File: src/rtl/spi_burst_ram.sv
// rtl/spi_burst_ram.sv - SPI slave with burst read/write access to an internal RAM
module spi_burst_ram #(
    parameter int DATA_WIDTH = 8,
    parameter int ADDR_WIDTH = 8,
    parameter int MEM_DEPTH  = 256
) (
    input  logic clk,
    input  logic rst,
    input  logic ss_n,
    input  logic MOSI,
    output logic MISO,
    output logic MISO_oe,
    output logic busy,
    output logic frame_err
);

    localparam int CNT_W = $clog2(DATA_WIDTH + ADDR_WIDTH + 1);
    localparam logic [CNT_W-1:0]      ADDR_LAST = CNT_W'(ADDR_WIDTH - 1);
    localparam logic [CNT_W-1:0]      DATA_LAST = CNT_W'(DATA_WIDTH - 1);
    localparam logic [ADDR_WIDTH-1:0] MEM_LAST  = ADDR_WIDTH'(MEM_DEPTH - 1);
    localparam logic [ADDR_WIDTH:0]   DEPTH_EXT = (ADDR_WIDTH + 1)'(MEM_DEPTH);

    typedef enum logic [2:0] {
        S_IDLE,
        S_CMD,
        S_ADDR,
        S_WRITE,
        S_READ_TA,
        S_READ,
        S_IGNORE
    } state_t;

    state_t                  state_q, state_d;
    logic                    armed_q, armed_d;
    logic                    cmd1_q, cmd1_d;
    logic                    is_read_q, is_read_d;
    logic [ADDR_WIDTH-1:0]   addr_q, addr_d;
    logic [CNT_W-1:0]        cnt_q, cnt_d;
    logic [DATA_WIDTH-1:0]   wr_q, wr_d;
    logic [DATA_WIDTH-1:0]   tx_q, tx_d;
    logic                    miso_q, miso_d;
    logic                    oe_q, oe_d;
    logic                    err_q, err_d;

    logic [DATA_WIDTH-1:0]   mem [MEM_DEPTH];
    logic [DATA_WIDTH-1:0]   mem_rd;
    logic                    mem_we;
    logic [DATA_WIDTH-1:0]   mem_wdata;
    logic [ADDR_WIDTH-1:0]   addr_full;
    logic [DATA_WIDTH-1:0]   wr_full;

    // Burst address advance wraps at the last implemented word, not at 2**ADDR_WIDTH.
    function automatic logic [ADDR_WIDTH-1:0] addr_next(input logic [ADDR_WIDTH-1:0] a);
        return (a == MEM_LAST) ? '0 : a + ADDR_WIDTH'(1);
    endfunction

    assign mem_rd    = mem[addr_q];
    assign addr_full = {addr_q[ADDR_WIDTH-2:0], MOSI};
    assign wr_full   = {wr_q[DATA_WIDTH-2:0], MOSI};

    // Frame sequencing: one SPI bit per clk edge while ss_n is low.
    always_comb begin
        state_d   = state_q;
        armed_d   = armed_q;
        cmd1_d    = cmd1_q;
        is_read_d = is_read_q;
        addr_d    = addr_q;
        cnt_d     = cnt_q;
        wr_d      = wr_q;
        tx_d      = tx_q;
        miso_d    = 1'b0;
        oe_d      = 1'b0;
        err_d     = 1'b0;
        mem_we    = 1'b0;
        mem_wdata = wr_full;

        if (ss_n) begin
            // Deselect ends any frame; a partially shifted write word is an error.
            state_d = S_IDLE;
            armed_d = 1'b1;
            if (state_q == S_WRITE && cnt_q != '0) begin
                err_d = 1'b1;
            end
        end else begin
            case (state_q)
                S_IDLE: begin
                    // Only a fresh select (seen high since reset) may start a frame.
                    if (armed_q) begin
                        state_d = S_CMD;
                        cmd1_d  = MOSI;
                        armed_d = 1'b0;
                    end
                end
                S_CMD: begin
                    if (cmd1_q) begin
                        state_d = S_IGNORE;
                        err_d   = 1'b1;
                    end else begin
                        state_d   = S_ADDR;
                        is_read_d = MOSI;
                        cnt_d     = '0;
                    end
                end
                S_ADDR: begin
                    addr_d = addr_full;
                    if (cnt_q == ADDR_LAST) begin
                        cnt_d = '0;
                        if ({1'b0, addr_full} >= DEPTH_EXT) begin
                            state_d = S_IGNORE;
                            err_d   = 1'b1;
                        end else begin
                            state_d = is_read_q ? S_READ_TA : S_WRITE;
                        end
                    end else begin
                        cnt_d = cnt_q + CNT_W'(1);
                    end
                end
                S_WRITE: begin
                    wr_d = wr_full;
                    if (cnt_q == DATA_LAST) begin
                        mem_we = 1'b1;
                        addr_d = addr_next(addr_q);
                        cnt_d  = '0;
                    end else begin
                        cnt_d = cnt_q + CNT_W'(1);
                    end
                end
                S_READ_TA: begin
                    // Turnaround edge: fetch the first word so its MSB appears next cycle.
                    tx_d    = mem_rd;
                    addr_d  = addr_next(addr_q);
                    cnt_d   = '0;
                    miso_d  = mem_rd[DATA_WIDTH-1];
                    oe_d    = 1'b1;
                    state_d = S_READ;
                end
                S_READ: begin
                    if (cnt_q == DATA_LAST) begin
                        tx_d   = mem_rd;
                        addr_d = addr_next(addr_q);
                        cnt_d  = '0;
                    end else begin
                        tx_d  = {tx_q[DATA_WIDTH-2:0], 1'b0};
                        cnt_d = cnt_q + CNT_W'(1);
                    end
                    miso_d = tx_d[DATA_WIDTH-1];
                    oe_d   = 1'b1;
                end
                default: begin
                    state_d = S_IGNORE;
                end
            endcase
        end
    end

    // State and registered outputs; memory contents survive reset.
    always_ff @(posedge clk) begin
        if (rst) begin
            state_q   <= S_IDLE;
            armed_q   <= 1'b0;
            cmd1_q    <= 1'b0;
            is_read_q <= 1'b0;
            addr_q    <= '0;
            cnt_q     <= '0;
            wr_q      <= '0;
            tx_q      <= '0;
            miso_q    <= 1'b0;
            oe_q      <= 1'b0;
            err_q     <= 1'b0;
        end else begin
            state_q   <= state_d;
            armed_q   <= armed_d;
            cmd1_q    <= cmd1_d;
            is_read_q <= is_read_d;
            addr_q    <= addr_d;
            cnt_q     <= cnt_d;
            wr_q      <= wr_d;
            tx_q      <= tx_d;
            miso_q    <= miso_d;
            oe_q      <= oe_d;
            err_q     <= err_d;
        end
    end

    // RAM write port, written on the edge that samples a word's LSB.
    always_ff @(posedge clk) begin
        if (mem_we && !rst) begin
            mem[addr_q] <= mem_wdata;
        end
    end

    assign MISO      = miso_q;
    assign MISO_oe   = oe_q;
    assign busy      = (state_q != S_IDLE);
    assign frame_err = err_q;

endmodule

File: config.mk
export PLATFORM = sky130hd
export DESIGN_NAME = spi_burst_ram
export DESIGN_NICKNAME = d
export VERILOG_FILES = /design/src/rtl/spi_burst_ram.sv
export SDC_FILE = /design/constraint.sdc
export NUM_CORES = 2
export LEC_CHECK = 0
export CORE_AREA = 2 2 389 391
export DETAILED_ROUTE_END_ITERATION = 7
export DIE_AREA = 0 0 391 393
export PLACE_DENSITY = 0.7
export SYNTH_ARGS = -nofsm -noshare
export SYNTH_HDL_FRONTEND = slang
export SYNTH_SLANG_ARGS = --single-unit
File: constraint.sdc
create_clock -name clk -period 5.99 [get_ports clk]
set_clock_uncertainty 0.1 [all_clocks]
set_input_delay 1.198 -clock clk [delete_from_list [all_inputs] [get_ports clk]]
set_output_delay 1.198 -clock clk [all_outputs]
set_load 0.03 [all_outputs]
==> flow_summary_export.csv <==
group,metric,value,unit
global_routing,grt_max_degree,161,
placed_design,gp_congestion,1.03,
clock_tree,cts_tree,"built",
yosys,synth_cells,4044,
drt,wl,237,mm
power,switching_power,5.71,mW
drt,wl_per_cell,37.8,um
drt,post_drt_via_cell_ratio,6.94,
die,die_w,391,um
worst_setup_path,worstPathRequired,6.66,ns
die,rows,142,
yosys,yosysUniqueCellTypes,83,
power,intPower,23.2,mW
yosys,postSynthAreaPerCell,20.2,sq um
clock_tree,cts_made_buffers,202,
drt,drtIter0Drc,7539,
yosys,yosysTopAreaCell,"edfxtp_1",
sta,slew_violations,0,
worst_setup_path,critPathBufInv,1,
worst_setup_path,start_kind,"flop",
sta,rsz0062_at_grt,"no",
clock_tree,cts_buffer_depth,3,
drt,num_vias,43500,
worst_setup_path,worstPathCellList,"buf_4, mux4_2, mux2i_1, mux2_2, o311ai_0, nand3_1, o211ai_1",
final_layout,design_area,91100,sq um
clock_tree,ctsRootBufferMaster,"clkbuf_16",
yosys,synth_common_cells,"edfxtp_1, mux4_2, nor2_1",
sta,setup_tns,0,ns
yosys,synth_most_common_cell,"edfxtp_1",
power,clockPowerShare,44.6,%
die,start_util,54.8,%
yosys,synth_ff_type,"edfxtp_1",
worst_setup_path,cp_max_fo,47,
power,p_leak,25.7,nW
hold_path,min_path_type,"flop to flop",
placed_design,place.port_buffers,7,
yosys,synth_top_area_share,75.1,%
power,p_sw_share,19.8,%
clock_tree,clock-sinks,2092,
final_layout,drive_gt1_share,22.3,%
worst_setup_path,worst_setup_path_end_kind,"flop",
die,dieArea,154000,sq um
power,pwr-share-comb,0.5,%
global_routing,grt_usage,31.1,%
power,seqPwrFrac,54.9,%
yosys,ys_seq_area_share,76.2,%
clock_tree,hold_buffers,0,
sta,max_freq,0.233,GHz
clock_tree,postCtsSetupBuffers,0,
die,io_pins,8,
placed_design,hpwl,145,mm
global_routing,grt_pass1_vias,41900,
yosys,synth_area_leaders,"edfxtp_1, mux4_2, mux2i_1",
flow_run,cap_violations,0,
worst_setup_path,arrival,4.96,ns
clock_tree,path_clk_slew,0.06,ns
status,status,"finished, final reports clean",
clock_tree,clk_latency,0.86,ns
worst_setup_path,path_class,"flop to flop",
yosys,async_flop_share,0,%
global_routing,antenna_found_initial,7,
worst_setup_path,cp-endpoint,"tx_q[5]$_SDFFE_PP0P_",
sta,worst_pin_slew,1.41,ns
sta,slew_headroom,4.75,%
sta,layout_worst_path_cycle_share,71.6,%
yosys,synth_area,81800,sq um
placed_design,postPlaceCellArea,84300,sq um
yosys,synth-edff-count,2048,
power,finalPower,28.9,mW
sta,setup_viol,0,
power,peakVddDrop,0.330,mV
clock_tree,cts_max_level,4,
worst_setup_path,crit_path_max_incr_delay,1.14,ns
worst_setup_path,path_depth,7,
final_layout,fin_cells,6274,
final_layout,layout.nets,4166,
power,powerDensity,317,nW/um^2
sta,fin_crit,4.29,ns
global_routing,grt_overflow,0,
yosys,ys_warn_count,0,
clock_tree,post_cts_resize_count,0,
drt,ant_nets,0,
yosys,synth_seq_cells,2092,
drt,post-route-drc-count,0,
worst_setup_path,r2r_setup_slack,1.70,ns
placed_design,dpl.cell_count,5896,
global_routing,grt_pass1_wl,330,mm
yosys,syn_nets,4054,
worst_setup_path,cp_top_family,"compound AO/OA/AOI/OAI gates",
final_layout,area_delta_synth_final,11.3,%
final_layout,final_core_util,61.0,%
worst_setup_path,rr_worst_depth,7,
worst_setup_path,crit-reg2reg-capture,"tx_q[5]$_SDFFE_PP0P_",
drt,firstDrtPassIters,6,
die,die_y,393,um
worst_setup_path,cpMaxStageDelayCell,"o311ai_0",
sta,hold_viol_final,0,
die,fp.coreArea,149000,sq um
final cells by class:
type / count / area [sq um]
multi-input combinational: 1704 / 18100
clock buffer: 243 / 5280
timing repair buffer: 140 / 1320
tap: 1944 / 2430
inverter: 16 / 60.1
antenna: 2 / 5.00
clock inverter: 133 / 1460
sequential: 2092 / 62400
fill: 10300 / 58200
kinds of logic after synthesis:
kind of cell,count (synthesis),share of synthesized area [%]
AND/OR/NAND/NOR,673,3.71
multiplexers,668,15.2
adder cells (fa/ha/maj),6,0.0917
buffers and inverters,248,1.67
flip-flops,2092,76.2
AO/OA/AOI/OAI,353,3.02
XOR/XNOR,4,0.0428
stage by stage:
step                      hold slack [ns]  worst slack [ns]
after floorplan                     0.367              1.62
after global placement              0.410              1.04
after detailed placement            0.431             0.999
after CTS                           0.445              1.85
after global routing                0.485              1.65
final                               0.446              1.70
state kept, by name, indices dropped and copies added, names as in the netlist, named ones only:
signal / flops
tx_q: 7
state_q: 3
mem: 2048
MISO_oe: 1
cmd1_q: 1
frame_err: 1
is_read_q: 1
armed_q: 1
wr_q: 7
MISO: 1
cnt_q: 5
addr_q: 8
tightest hold or removal path, stage by stage (launching register included):
cell     delay, ns
dfxtp_1       0.35
mux2i_1       0.08
nor2_1        0.08
worst min path at each step:
stage	startpoint	end	slack (ns)	depth (start not counted)
floorplan	tx_q[0]$_SDFFE_PP0P_	tx_q[0]$_SDFFE_PP0P_	0.37	2
global placement	is_read_q$_SDFFE_PP0P_	is_read_q$_SDFFE_PP0P_	0.41	2
detailed placement	is_read_q$_SDFFE_PP0P_	is_read_q$_SDFFE_PP0P_	0.43	2
CTS	is_read_q$_SDFFE_PP0P_	is_read_q$_SDFFE_PP0P_	0.45	2
global route	armed_q$_SDFFE_PP0P_	armed_q$_SDFFE_PP0P_	0.49	2
finish	is_read_q$_SDFFE_PP0P_	is_read_q$_SDFFE_PP0P_	0.45	2
power by group through the flow:
stage	Clock [mW]	Sequential (mW)	Combinational [mW]
final	12.9	15.8	0.157
after global routing	13.5	15.8	0.163
after CTS	12.9	15.8	0.156
after detailed placement	0	16.2	0.156
after global placement	0	16.2	0.155
after floorplan	0	16.2	0.0867
cell usage in the layout (no fill, tap or decap), drive strengths merged, types with 8 or more instances in the layout:
master	n
edfxtp	2048
mux4	460
nor2	320
clkbuf	244
mux2i	187
nand2	136
buf	133
clkinv	91
a22oi	83
o22ai	57
nand3	49
dfxtp	44
o21ai	42
a21oi	37
nor3	28
nor2b	27
nand4	26
inv	23
bufinv	22
mux2	21
nand2b	20
a31oi	18
a211oi	15
o221ai	13
clkinvlp	13
and2	12
nor4	11
o211ai	11
a221oi	9
or3	8
a22o	8
routing by layer:
metal  global-route usage, %  up-vias  wire, um
met5                       0        -        13
met4                    12.9        2     11100
met3                    8.68      560     32600
met2                    46.8     3595    108000
met1                    43.4    22400     85000
li1                        -    17000         -
Note: power is estimated with default switching activity, not from simulation.
==> RTL edit: new RTL, same flow settings <==
Change the parameter `MEM_DEPTH` from 256 to 128.
--- a/src/rtl/spi_burst_ram.sv
+++ b/src/rtl/spi_burst_ram.sv
@@ -4,3 +4,3 @@
     parameter int ADDR_WIDTH = 8,
-    parameter int MEM_DEPTH  = 256
+    parameter int MEM_DEPTH  = 128
 ) (
Check against the original RTL: no difference found for any inputs over 4 cycles, from zero or initial values and one cycle with rst high; that may be too few to reach the edited logic, so the function may still have changed.
==> RTL edit against the original RTL <==
Final cell count shrank 32%; highest routed layer unchanged; clock power fell by 51%; routed wire length shrank 55%; sequential cell count fell by 1025; synthesized area down 48%; sequential share of layout area fell by 2.5 points; fmax down 0.68%; power decreased by 49%; critical path type is now input port to flop; design area shrank 47%; critical path depth rose by 1; largest power group unchanged; worst hold slack got worse by 0.032 ns; setup slack got worse by 0.030 ns; synthesized cell count is 46% lower.
==> RTL edit: results <==
group,metric,value,unit
run_status,status,"complete, no violations",
global_route,antenna_found_initial,3,
detailed_routing,viasPerCell,5.21,
yosys,ys_top_cells_by_area,"edfxtp_1 (72%), mux4_2 (8.6%), mux4_1 (3.3%)",
finish,nets,2228,
global_route,track_usage,13.7,%
placed_design,hpwl,65.8,mm
critical_path,cp.arrival,4.50,ns
finish,reg_top3,"mem (1024), addr_q (8)",
global_route,grt_max_degree,83,
global_route,grt_pass1_vias,21600,
detailed_routing,wl_met3,11.1,mm
yosys,synth_edf_count,1024,
finish,fillers,14000,
placed_design,dpl-instance-area,44600,sq um
pwr,power.leakage,14.7,nW
detailed_routing,wl_met1,42.4,mm
timing,worst_pin_slew,1.32,ns
detailed_routing,wl_met2,49.2,mm
pwr,max-vdd-ir-drop,0.226,mV
pwr,comb_power_share,1.9,%
global_route,grt_pass1_wl,155,mm
detailed_routing,wl_per_cell,25.1,um
finish,drive_gt1_share,17.4,%
yosys,ys_seq_area_share,73.8,%
detailed_routing,drt_iter0_drc,3306,
clock_tree,clock_latency,0.67,ns
clock_tree,numCtsBuffers,101,
pwr,p_sw,2.92,mW
critical_path,cp_max_fo,12,
clock_tree,htree_levels,3,
placed_design,routabilityCongestion,0.931,
yosys,synth_common_cells,"edfxtp_1 (1024), nor2_1 (188), mux4_2 (164)",
clock_tree,clockRootBuffer,"clkbuf_16",
critical_path,reg2reg_depth,7,
[RTL edit: cell type report]
class,instances,share of cell area (%)
antenna,1,0.00522
timing repair buffer,57,1.08
clock buffer,126,5.60
sequential,1067,66.1
clock inverter,63,1.24
inverter,8,0.0627
tap,1944,5.08
multi-input combinational,986,20.9
[RTL edit: final timing paths]
kind | startpoint | endpoint | slack, ns
worst max-delay path | ss_n | mem[72][4] | 1.67
worst min-delay path | tx_q[0] | tx_q[0] | 0.41
worst max register to register | cnt_q[0] | mem[72][4] | 2.04
worst min register to register | tx_q[0] | tx_q[0] | 0.41
[RTL edit: logic make-up after synthesis]
kind of cell,after synthesis,share of synthesized area (%)
buffers and inverters,136,2.85
AOI/OAI and AO/OA,232,3.87
DFF,1067,73.8
adders and majority gates,3,0.0877
and+or+nand+nor,399,4.34
muxes,348,15.0
xor gates and xnor gates,4,0.0818
[RTL edit: power groups by stage]
stage | Combinational, mW | Sequential (mW) | Clock, mW
after detailed placement | 0.278 | 8.25 | 0
after global routing | 0.294 | 8.09 | 6.69
after global placement | 0.276 | 8.25 | 0
after floorplan | 0.217 | 8.23 | 0
final | 0.281 | 8.09 | 6.33
after CTS | 0.278 | 8.09 | 6.39
[RTL edit: stage by stage]
step,util (%),instances,worst slack [ns]
2_1_floorplan,-,2189,2.76
3_3_place_gp,29.9,4062,1.16
3_5_place_dp,29.9,4062,1.05
4_1_cts,32.1,4251,1.74
5_1_grt,32.1,4252,1.50
6_report,32.1,4252,1.67
[RTL edit: critical path, cell delays in order]
cell             delay [ns]
clkdlybuf4s50_1        0.65
nor2_1                 0.32
nand2_1                0.18
or3_1                  0.40
nor2_1                 0.24
nand2_1                0.47
buf_4                  0.41
nor2_1                 0.61
[RTL edit: metal layers]
| metal | up-vias | track usage [%] |
|---|---|---|
| met5 | - | 0 |
| met2 | 1392 | 21.2 |
| met3 | 216 | 2.86 |
| met1 | 11400 | 18.8 |
| met4 | 2 | 5.54 |
| li1 | 9094 | - |
